==> src/rtl/pir_zone_scheduler.sv <==
// Three-zone PIR alarm sequencer: synchronize/debounce sensors, latch events, round-robin grant, timeout + hold-off.
// Define PIR_BEEP_EN for a pulsed buzzer; otherwise the buzzer is a steady tone mirroring LED.
module pir_zone_scheduler #(
  parameter int DEBOUNCE_CYCLES = 16,
  parameter int ALARM_TIMEOUT   = 1000,
  parameter int HOLDOFF_CYCLES  = 64,
  parameter int BEEP_HALF       = 8
) (
  input  logic        clk,
  input  logic        rst_n,
  input  logic        stop_alarm,
  input  logic        pir_sensor_1,
  input  logic        pir_sensor_2,
  input  logic        pir_sensor_3,
  output logic        LED,
  output logic        buzzer,
  output logic [20:0] display_data,
  output logic [1:0]  alarm_zone,
  output logic [2:0]  pending
);
  localparam int DW = $clog2(DEBOUNCE_CYCLES + 1);
  localparam int TW = $clog2(ALARM_TIMEOUT + HOLDOFF_CYCLES + 1);
  localparam logic [DW-1:0] DEB_LAST   = DW'(DEBOUNCE_CYCLES - 1);
  localparam logic [TW-1:0] ALARM_LAST = TW'(ALARM_TIMEOUT - 1);
  localparam logic [TW-1:0] HOLD_LAST  = TW'(HOLDOFF_CYCLES - 1);
  localparam logic [6:0] SEG_A = 7'b1110111;

  if (DEBOUNCE_CYCLES < 2 || ALARM_TIMEOUT < 2 || HOLDOFF_CYCLES < 1 || BEEP_HALF < 1) begin : g_param_check
    $error("pir_zone_scheduler: parameter out of range");
  end

  typedef enum logic [1:0] {S_IDLE, S_ALARM, S_HOLDOFF} state_t;
  state_t r_state, w_state_nxt;

  logic [2:0]    r_sens_meta, r_sens_sync, r_deb, w_rise;
  logic          r_stop_meta, r_stop_sync;
  logic [DW-1:0] r_dcnt [3];
  logic [TW-1:0] r_timer;
  logic [1:0]    r_ptr;
  logic          w_grant, w_grant_vld;
  logic [1:0]    w_grant_idx, w_zone_nxt;
  logic [2:0]    w_pend_nxt;
  logic [6:0]    w_digit;

  function automatic logic [1:0] wrap3(input logic [2:0] v);
    return (v >= 3'd3) ? 2'(v - 3'd3) : v[1:0];
  endfunction

  always_ff @(posedge clk or negedge rst_n) begin
    if (!rst_n) begin
      r_sens_meta <= '0;
      r_sens_sync <= '0;
      r_stop_meta <= 1'b0;
      r_stop_sync <= 1'b0;
      r_deb       <= '0;
      for (int i = 0; i < 3; i++) r_dcnt[i] <= '0;
    end else begin
      r_sens_meta <= {pir_sensor_3, pir_sensor_2, pir_sensor_1};
      r_sens_sync <= r_sens_meta;
      r_stop_meta <= stop_alarm;
      r_stop_sync <= r_stop_meta;
      for (int i = 0; i < 3; i++) begin
        if (r_sens_sync[i] == r_deb[i]) begin
          r_dcnt[i] <= '0;
        end else if (r_dcnt[i] == DEB_LAST) begin
          r_dcnt[i] <= '0;
          r_deb[i]  <= r_sens_sync[i];
        end else begin
          r_dcnt[i] <= r_dcnt[i] + 1'b1;
        end
      end
    end
  end

  // A rising event is the cycle the debounced level is about to flip 0->1.
  always_comb begin
    w_rise = '0;
    for (int i = 0; i < 3; i++)
      w_rise[i] = !r_deb[i] && r_sens_sync[i] && (r_dcnt[i] == DEB_LAST);
  end

  // Scan downward so the candidate closest to the pointer is assigned last and wins.
  always_comb begin
    w_grant_vld = 1'b0;
    w_grant_idx = r_ptr;
    for (int k = 2; k >= 0; k--) begin
      if (pending[wrap3(3'(r_ptr) + 3'(k))]) begin
        w_grant_vld = 1'b1;
        w_grant_idx = wrap3(3'(r_ptr) + 3'(k));
      end
    end
  end

  always_comb begin
    w_state_nxt = r_state;
    w_grant     = 1'b0;
    case (r_state)
      S_IDLE: begin
        if (w_grant_vld && !r_stop_sync) begin
          w_state_nxt = S_ALARM;
          w_grant     = 1'b1;
        end
      end
      S_ALARM:   if (r_stop_sync || r_timer == ALARM_LAST) w_state_nxt = S_HOLDOFF;
      S_HOLDOFF: if (r_timer == HOLD_LAST) w_state_nxt = S_IDLE;
      default:   w_state_nxt = S_IDLE;
    endcase
  end

  // Silence beats new events; a new event beats the grant clear.
  always_comb begin
    w_pend_nxt = pending;
    if (w_grant) w_pend_nxt[w_grant_idx] = 1'b0;
    w_pend_nxt = w_pend_nxt | w_rise;
    if (r_stop_sync && r_state != S_ALARM) w_pend_nxt = '0;
  end

  always_comb begin
    w_zone_nxt = 2'd0;
    if (w_state_nxt == S_ALARM) w_zone_nxt = w_grant ? (w_grant_idx + 2'd1) : alarm_zone;
    case (w_zone_nxt)
      2'd1:    w_digit = 7'b0110000;
      2'd2:    w_digit = 7'b1101101;
      2'd3:    w_digit = 7'b1111001;
      default: w_digit = 7'b0000000;
    endcase
  end

  always_ff @(posedge clk or negedge rst_n) begin
    if (!rst_n) begin
      r_state      <= S_IDLE;
      r_timer      <= '0;
      r_ptr        <= 2'd0;
      pending      <= '0;
      LED          <= 1'b0;
      alarm_zone   <= 2'd0;
      display_data <= '0;
    end else begin
      r_state <= w_state_nxt;
      if (w_state_nxt != r_state) r_timer <= '0;
      else if (r_state != S_IDLE) r_timer <= r_timer + 1'b1;
      if (w_grant) r_ptr <= wrap3(3'(w_grant_idx) + 3'd1);
      pending      <= w_pend_nxt;
      LED          <= (w_state_nxt == S_ALARM);
      alarm_zone   <= w_zone_nxt;
      display_data <= (w_state_nxt == S_ALARM) ? {7'b0000000, SEG_A, w_digit} : 21'd0;
    end
  end

`ifdef PIR_BEEP_EN
  localparam int BW = $clog2(BEEP_HALF + 1);
  localparam logic [BW-1:0] BEEP_LAST = BW'(BEEP_HALF - 1);
  logic [BW-1:0] r_beep_cnt;

  always_ff @(posedge clk or negedge rst_n) begin
    if (!rst_n) begin
      r_beep_cnt <= '0;
      buzzer     <= 1'b0;
    end else if (w_state_nxt != S_ALARM) begin
      r_beep_cnt <= '0;
      buzzer     <= 1'b0;
    end else if (r_state != S_ALARM) begin
      r_beep_cnt <= '0;
      buzzer     <= 1'b1;
    end else if (r_beep_cnt == BEEP_LAST) begin
      r_beep_cnt <= '0;
      buzzer     <= ~buzzer;
    end else begin
      r_beep_cnt <= r_beep_cnt + 1'b1;
    end
  end
`else
  always_ff @(posedge clk or negedge rst_n) begin
    if (!rst_n) buzzer <= 1'b0;
    else        buzzer <= (w_state_nxt == S_ALARM);
  end
`endif

endmodule

==> config.mk <==
export PLATFORM = sky130hd
export DESIGN_NAME = pir_zone_scheduler
export DESIGN_NICKNAME = d
export VERILOG_FILES = /design/src/rtl/pir_zone_scheduler.sv
export SDC_FILE = /design/constraint.sdc
export NUM_CORES = 1
export LEC_CHECK = 0
export ABC_AREA = 1
export CORE_ASPECT_RATIO = 0.75
export CORE_MARGIN = 2
export CORE_UTILIZATION = 43
export CTS_BUF_LIST = sky130_fd_sc_hd__clkbuf_8
export DETAILED_ROUTE_END_ITERATION = 6
export PLACE_DENSITY_LB_ADDON = 0.12
export SLEW_MARGIN = 25
export SYNTH_ARGS = -nofsm -noshare
export SYNTH_HDL_FRONTEND = slang
export SYNTH_SLANG_ARGS = --single-unit
==> constraint.sdc <==
create_clock -name clk -period 3.17 [get_ports clk]
set_clock_uncertainty 0.15 [all_clocks]
set_input_delay 0.4755 -clock clk [delete_from_list [all_inputs] [get_ports clk]]
set_output_delay 0.4755 -clock clk [all_outputs]
set_load 0.05 [all_outputs]
* Yosys cells after proc, flatten, opt, wreduce, memory -nomap -nowiden
Index checks and enable logic that the tools add are counted.
** Storage, ports and cells
- Register bits :: 61
- Bits of input ports :: 6
- Output and inout port bits :: 28
- Word-level logic and storage cells :: 118
** Operators by class
- Add/subtract/negate cells :: 12
- Order comparisons :: 9
- Equality and inequality tests :: 16
- Multiplexer cells :: 38
- Bitwise operators :: 6
- Reductions and logical operators :: 20
** Operators with widths (count)
- $mux 5 :: 6
- $mux 2 :: 12
- $mux 11 :: 2
- $pmux 7 s3 :: 1
- $add 5x1->5 const B :: 3
- $eq 5x4->1 const B :: 3
- $mux 14 :: 1
- $lt 2x3->1 const B :: 4
- $add 11x1->11 const B :: 1
- $eq 11x10->1 const B :: 1
- $eq 11x6->1 const B :: 1
- $ge 3x2->1 const B :: 3
- $logic_and 1x1->1 :: 9
- $mux 1 :: 9
- $sub 2x2->2 const B :: 4
- $add 2x1->3 const B :: 2
- $bmux 1 s2 :: 3
- $eq 2x1->1 const B :: 3
- $eq 2x2->1 const B :: 3
- $mux 3 :: 2
- $pmux 2 s3 :: 1
- $reduce_and 2->1 :: 3
- $logic_not 1->1 :: 4
- $reduce_bool 2->1 :: 2
- 14 further kinds :: 18

* Depth between registers and ports, before layout
Gate-level depths: netlist (run 1).
- Word-level depth :: 17
- Gate-level depth with buffers :: 16

* Worst setup path after synthesis (run 1)
No wires, ideal clock.
- Path type :: register to register
- Start point :: reg r_ptr[0]
- End point :: reg display_data[2]
- Setup time :: 0.078 ns
- Arrival time :: 2.046 ns
- Setup slack :: 0.896 ns
- Stages on the path, launching flop included :: 14
- Period minus slack after synthesis :: 2.274 ns
- Cells stage by stage :: dfrtp_1 inv_1 ha_1 inv_2 nand2_1 nor2_1 a21oi_2 nand3_2 nor2_1 a211oi_1 ha_1 nand3_1 nand3_1 a21oi_1
** Between the ends
- Longest elaborated chain between the ends :: 16
- Elaborated cells between the ends (all ways) :: 37
- Those cells by class :: 6 x add/sub; 3 x order compare; 4 x eq/ne; 23 x mux; 1 x reduce/logical
** RTL lines
- from (decl) :: line 39 : logic [1:0] r_ptr;
- from (signal assigned) :: line 142 : if (w_grant) r_ptr <= wrap3(3'(w_grant_idx) + 3'd1);
- $add 2x2->3 :: line 87, 89
- $ge 3x2->1 or $sub 2x2->2 (tied branches) :: line 46 : return (v >= 3'd3) ? 2'(v - 3'd3) : v[1:0];
- $mux 2 :: line 46
- $bmux 1 s2 :: line 87 : if (pending[wrap3(3'(r_ptr) + 3'(k))]) begin
- $mux 1 (implied by the code) :: line 87
- $mux 1 (3 in a row) :: line 87
- $logic_and 1x1->1 :: line 99 : if (w_grant_vld && !r_stop_sync) begin
- $mux 2 or $mux 1 (tied branches) :: line 99
- $pmux 2 s3 or $mux 1 (tied branches) :: line 97 : case (r_state)
- $eq 2x1->1 or $mux 2 (tied branches) :: line 120, 146
- $mux 2 :: line 120 : if (w_state_nxt == S_ALARM) w_zone_nxt = w_grant ? (w_grant_idx + 2'd1) : alarm_zone;
- $eq 2x2->1 or $eq 2x1->1 (tied branches) :: line 121 : case (w_zone_nxt)
- $pmux 7 s3 :: line 121
- $mux 14 * :: line 146 : display_data <= (w_state_nxt == S_ALARM) ? {7'b0000000, SEG_A, w_digit} : 21'd0;
- to (signal assigned) :: line 146
- to (decl) :: line 17 : output logic [20:0] display_data,
Mark *: on every way between the ends. The rest lies on a longest branch, timed or not. The select of a mux whose other input is x is not followed.
A chain may end at the register's enable or synchronous reset.

* Worst setup path in the final report (run 1)
Ends and elaborated chain as after synthesis.

==> results of run 1 <==
==> through the flow <==
step | setup WS, ps | instance area, um^2 | instances | total power, W | hold WS [ps]
after floorplan | 896 | 2610 | 306 | 0.00138 | 29.9
after global placement | 770 | 2800 | 390 | 0.00154 | 183
after detailed placement | 649 | 2800 | 390 | 0.00154 | 185
after CTS | 606 | 2900 | 399 | 0.00193 | 205
after global routing | 409 | 2900 | 399 | 0.00205 | 208
final | 603 | 2900 | 399 | 0.00190 | 203
==> cells by family after synthesis <==
| group | Yosys count |
|---|---|
| buffers and inverters | 63 |
| flip-flops | 50 |
| other | 1 |
| XOR/XNOR | 8 |
| adder cells (fa/ha/maj) | 14 |
| AO/OA/AOI/OAI | 27 |
| AND/OR/NAND/NOR | 135 |
==> cells in the final DEF (no fill, tap or decap) <==
cell             count
clkinv_2             1
nor2_4               1
a211oi_1             1
a31oi_1              1
nand3_1             22
buf_2                1
nand4_1              4
nand3_2              1
a21oi_2              1
nor3_2               3
o21ai_0             13
xor2_1               5
inv_2                2
buf_4                1
nand2_2              2
conb_1               9
dfrtp_1             50
clkdlybuf4s50_1     23
clkbuf_8             6
nand2_1             59
nand2_4              4
o21bai_1             1
inv_1               43
dlygate4sd3_1        1
nor3_1               6
nor2_1              32
xnor2_1              3
ha_1                14
nor2_2               1
a21oi_1             10
==> where the power goes <==
| group | total, W | switching, W | internal (W) |
|---|---|---|---|
| sequential | 0.000754 | 0.0000554 | 0.000699 |
| clock | 0.000371 | 0.000198 | 0.000173 |
| combinational | 0.000776 | 0.000549 | 0.000228 |
==> registers in the layout, summed over array words and instances (netlist names) <==
signal / cells
r_timer: 11
alarm_zone: 2
pending: 3
r_stop_sync: 1
r_state: 2
r_sens_sync: 3
r_sens_meta: 3
r_ptr: 2
display_data: 4
r_dcnt: 15
r_deb: 3
r_stop_meta: 1
==> layer usage <==
metal | routed length [um] | global-route usage, % | share of wire (%)
met5 | 0 | 0 | 0
met4 | 48 | 4.90 | 1.1
met3 | 199 | 3.83 | 4.7
met2 | 1670 | 20.8 | 40
met1 | 2300 | 21.0 | 54
==> how the worst max path moves through the flow <==
| stage | start | cells after the start | slack [ps] | to |
|---|---|---|---|---|
| floorplan | r_ptr[0] | 13 | 900 | display_data[2] |
| global placement | r_ptr[0] | 13 | 770 | display_data[2] |
| detailed placement | r_ptr[0] | 13 | 650 | display_data[2] |
| CTS | r_ptr[0] | 13 | 610 | display_data[2] |
| global route | r_ptr[0] | 13 | 410 | display_data[2] |
| finish | r_ptr[0] | 13 | 600 | display_data[2] |
==> area by class of cell <==
| cell class | count | area (um^2) |
|---|---|---|
| fillers | 553 | 2890 |
| flip-flops and latches | 50 | 1250 |
| multi-input cells | 193 | 1050 |
| repair buffers | 26 | 253 |
| inverters | 44 | 165 |
| well taps | 78 | 97.6 |
| clock buffers | 6 | 82.6 |
| clock inverters | 2 | 8.76 |
==> timing repair <==
| item | 4_1_cts | 5_1_grt |
|---|---|---|
| hold buffers | 1 | 0 |
| endpoints found under the hold margin | 17 | 0 |
| gates resized for setup | 0 | 0 |
==> flow_summary.json, run 1 <==
{
  "synthTopCellsByArea": "dfrtp_1 49%, nand2_1 8.6%, ha_1 6.8%, inv_1 6.1%, buf_4 5.5%",
  "core_um2": 5800,
  "drtPass1Iterations": 6,
  "holdCritStartpoint": "r_sens_meta[0]",
  "synth_fa_ha_area_share_pct": 6.80,
  "vias_per_cell": 4.63,
  "post_cts_buffers": 0,
  "holdCritPathClass": "flip-flop to flip-flop",
  "grt_max_degree": 34,
  "crit_buf_inv": 2,
  "synth_area_per_cell_um2": 8.64,
  "drv_cap": 0,
  "end_kind": "flip-flop",
  "ys.flop_type": "dfrtp_1",
  "crit_fanout": 4,
  "synth_seq_cells": 50,
  "clock-root-buffer": "clkbuf_8",
  "synth_compound_area_share_pct": 5.64,
  "hold_violations": 0,
  "port_buffers": 24,
  "ir_worst_vdd_mv": 0.196,
  "path_cells": "inv_1 > ha_1 > inv_2 > nand2_1 > nor2_1 > a21oi_2 > nand3_2 > nor2_1 > a211oi_1 > ha_1 > nand3_1 > nand3_1 > a21oi_1",
  "critPathTopFamily": "adder cells",
  "die_w_um": 93.4,
  "initial_core_util_pct": 44.4,
  "synth_edf_count": 0,
  "tritoncts.num_buffers": 5,
  "clk_pin_slew_ps": 90,
  "synth_seq_area_share_pct": 48.6,
  "period_needed_ps": 2570,
  "overflow": 0,
  "power.density_nw_per_um2": 655,
  "synth_top_family_by_area": "simple AND/OR/NAND/NOR gates",
  "synth.top_cell.area_share_pct": 48.6,
  "async_reset_ff_share_pct": 100,
  "rsz0062_at_grt": "no",
  "gp_congestion": 0.914,
  "yosysWarnings": 0,
  "rows": 24,
  "synth-simple-area-share_pct": 24.1,
  "gr-usage-all-layers_pct": 14.4,
  "r2r_cells": 13,
  "outcome": "finished, final reports clean",
  "die_area_um2": 6630,
  "die_h_um": 71.0,
  "syn_inst": 298,
  "drv_slew": 0,
  "reg2reg_slack_ps": 600,
  "setup_violations": 0,
  "hold_depth": 0,
  "worstMarginPinSlew_ps": 500,
  "area_growth_pct": 12.8,
  "clock_latency_ps": 290,
  "synth.distinct_cells": 25,
  "grt_pass1_vias": 1695,
  "setup_tns_ps": 0,
  "hold_end": "r_sens_sync[0]",
  "wire_per_inst_um": 10.6,
  "relSlewSlack_pct": 66.6,
  "synth_top_area_cell": "dfrtp_1",
  "grt_pass1_wl_um": 7570,
  "diodes": 0,
  "ios": 34,
  "fmax_mhz": 390,
  "nets": 340,
  "cts_tree": "yes",
  "drt-total-wl_um": 4220,
  "crit_path_max_incr_delay_ps": 410,
  "synth-xor-area-share_pct": 2.72,
  "antenna_found_initial": 0,
  "cts_num_sinks": 50,
  "synth.cell_area_um2": 2570,
  "p_leak_nw": 1.49,
  "crit_slowest_cell": "dfrtp_1",
  "htree_levels": 2,
  "synth_mux_area_share_pct": 0,
  "reg2reg_from": "r_ptr[0]",
  "hpwl_um": 3130,
  "vias": 1849,
  "required_ps": 3250,
  "critical_path_arrival_ps": 2640,
  "clockBufferDepth": 2,
  "final_layout_size_suffix_gt1_share_pct": 7.48,
  "fin_crit_sh_pct": 81.0,
  "critPathKind": "flip-flop to flip-flop",
  "synth.most_common_cell": "nand2_1",
  "rr_endpoint": "display_data[2]",
  "fin_util_pct": 50.1,
  "start_kind": "flip-flop",
  "ys_top_cells_by_count": "59 x nand2_1, 50 x dfrtp_1, 42 x inv_1, 32 x nor2_1, 22 x nand3_1",
  "ant_nets": 0,
  "drt_iter0_markers": 95,
  "drcViolationCount": 0
}
Note: power is estimated with default switching activity, not from simulation.
==> run 2: changes to the inputs <==
clock period = 2.1 ns   (was 3.17 ns; I/O delays follow)
==> run 2 against run 1 <==
The run now ends with setup timing left; clock power rose by 51%; clock-buffer cell count did not move; cell area rose by 13%; hold slack improved by 1.4 ps; wire length rose by 12%.
==> flow_summary.json, run 2 (synthesis gave the netlist of run 1 again) <==
{
  "outcome": "finished with violations",
  "violations": "setup timing",
  "grt_pass1_wl_um": 8300,
  "antenna_found_initial": 0,
  "grt_pass1_vias": 1790,
  "combPwrFrac_pct": 49.5,
  "switching_share_pct": 42.3,
  "die_area_um2": 6630,
  "relSlewSlack_pct": 66.3,
  "power.density_nw_per_um2": 1030,
  "grt_max_degree": 33,
  "regMostFlops": "r_dcnt",
  "wire_per_inst_um": 11.3,
  "drcViolationCount": 0,
  "core_um2": 5800,
  "drtPass1Iterations": 4,
  "hold_violations": 0,
  "clock_latency_ps": 300,
  "p_seq_share_pct": 33.9,
  "area_growth_pct": 26.9,
  "largest_reg_flops": 15,
  "crit_slowest_cell": "dfrtp_2",
  "drt-total-wl_um": 4730,
  "gr-usage-all-layers_pct": 15.6,
  "crit_buf_inv": 1,
  "hold_ws_ps": 204,
  "final_layout_size_suffix_gt1_share_pct": 22.9,
  "rsz0062_at_grt": "yes",
  "gp_congestion": 0.881,
  "worst_slack_ps": -109,
  "critical_path_arrival_ps": 2260,
  "vias": 1915,
  "start_kind": "flip-flop",
  "critPathTopFamily": "simple AND/OR/NAND/NOR gates",
  "holdCritPathClass": "flip-flop to flip-flop",
  "rows": 24,
  "port_buffers": 24,
  "cts_tree": "yes",
  "overflow": 0,
  "reg2reg_slack_ps": -110,
  "mostFrequentLayoutCell": "nand2_1",
  "clock-root-buffer": "clkbuf_8",
  "crit_fanout": 4,
  "final_cell_mix": "52 x nand2_1, 46 x dfrtp_1, 37 x inv_1, 29 x nor2_1",
  "hpwl_um": 3240,
  "end_kind": "flip-flop",
  "cts_num_sinks": 50,
  "fill_cells": 521,
  "drv_slew": 0,
  "ant_nets": 0,
  "p_sw_w": 0.00143,
  "nets": 359,
  "ios": 34,
  "htree_levels": 2,
  "drt_iter0_markers": 101,
  "critPathKind": "flip-flop to flip-flop",
  "clk_pin_slew_ps": 90,
  "postPlaceCellArea_um2": 2910,
  "fin_crit_sh_pct": 105,
  "finalInstanceArea_um2": 3270,
  "diodes": 0,
  "worstMarginPinSlew_ps": 505,
  "required_ps": 2150,
  "p_leak_nw": 1.75,
  "initial_core_util_pct": 44.4,
  "fmax_mhz": 453,
  "total_power_w": 0.00337,
  "crit_path_max_incr_delay_ps": 480,
  "setup_violations": 11,
  "p_clk_share_pct": 16.6,
  "intPower_w": 0.00195,
  "drv_cap": 0,
  "path_cells": "ha_4 > inv_6 > nand3_2 > nand2_2 > nand2_1 > o21ai_1 > nand2_1 > nand2_2 > nand2_2 > ha_1 > nand3_2 > nand3_4 > nand2_1",
  "ir_worst_vdd_mv": 0.371,
  "die_w_um": 93.4,
  "die_h_um": 71.0,
  "tritoncts.num_buffers": 5,
  "clockBufferDepth": 2,
  "period_needed_ps": 2210,
  "vias_per_cell": 4.58,
  "reg.largest.list": "r_dcnt (15), r_timer (11), display_data (4)"
}
run 2: cell types whose count changed in the layout (fill, tap and decap cells not counted), sizes merged:
cell           previous run  this run
buf                       2        21
dlymetal6s2s              0         8
clkdlybuf4s50            23        15
run 2: area by class of cell:
| class | instances | area (um^2) | share of cell area (%) |
|---|---|---|---|
| tap | 78 | 97.6 | 2.99 |
| clock buffer | 6 | 82.6 | 2.53 |
| sequential | 50 | 1260 | 38.4 |
| multi-input combinational | 193 | 1210 | 37.2 |
| inverter | 44 | 173 | 5.28 |
| clock inverter | 2 | 8.76 | 0.268 |
| timing repair buffer | 45 | 435 | 13.3 |
run 2: routing by layer:
metal	wire length [um]	global-route usage (%)	vias to the layer above
met3	172	3.51	2
met5	0	0	-
met2	2090	22.8	36
li1	-	-	992
met1	2460	23.3	885
met4	15	4.41	0
run 2: worst paths after layout:
path,depth (start not counted),end,from
worst max register to register,13,display_data[5],r_ptr[1]
max in group asynchronous,3,pending[1],rst_n
worst min register to register,0,r_sens_sync[0],r_sens_meta[0]
worst min-delay path,0,r_sens_sync[0],r_sens_meta[0]
min in group asynchronous,2,r_dcnt[9],rst_n
worst max-delay path,13,display_data[5],r_ptr[1]
run 2: through the flow:
| step | utilization, % | std cells | setup WS [ps] | setup TNS, ps |
|---|---|---|---|---|
| after floorplan | - | 306 | -8.32 | -8.32 |
| after global placement | 50.3 | 399 | -189 | -943 |
| after detailed placement | 50.3 | 399 | -227 | -1220 |
| after CTS | 54.4 | 415 | -72.6 | -231 |
| after global routing | 56.4 | 418 | -228 | -2760 |
| final | 56.4 | 418 | -109 | -654 |
run 2: what timing repair did:
action	CTS	global route
resized for setup	29	26
endpoints found under the setup margin	16	27
pin swaps	14	4
hold buffers	1	0
buffers inserted	7	3
endpoints found under the hold margin	18	0
run 2: power by group through the flow:
stage	clock network, W	registers, W	logic [W]
global route	0.000648	0.00116	0.00182
floorplan	0	0.00123	0.000893
CTS	0.000583	0.00114	0.00153
finish	0.000561	0.00114	0.00167
global placement	0	0.00116	0.00131
detailed placement	0	0.00116	0.00131
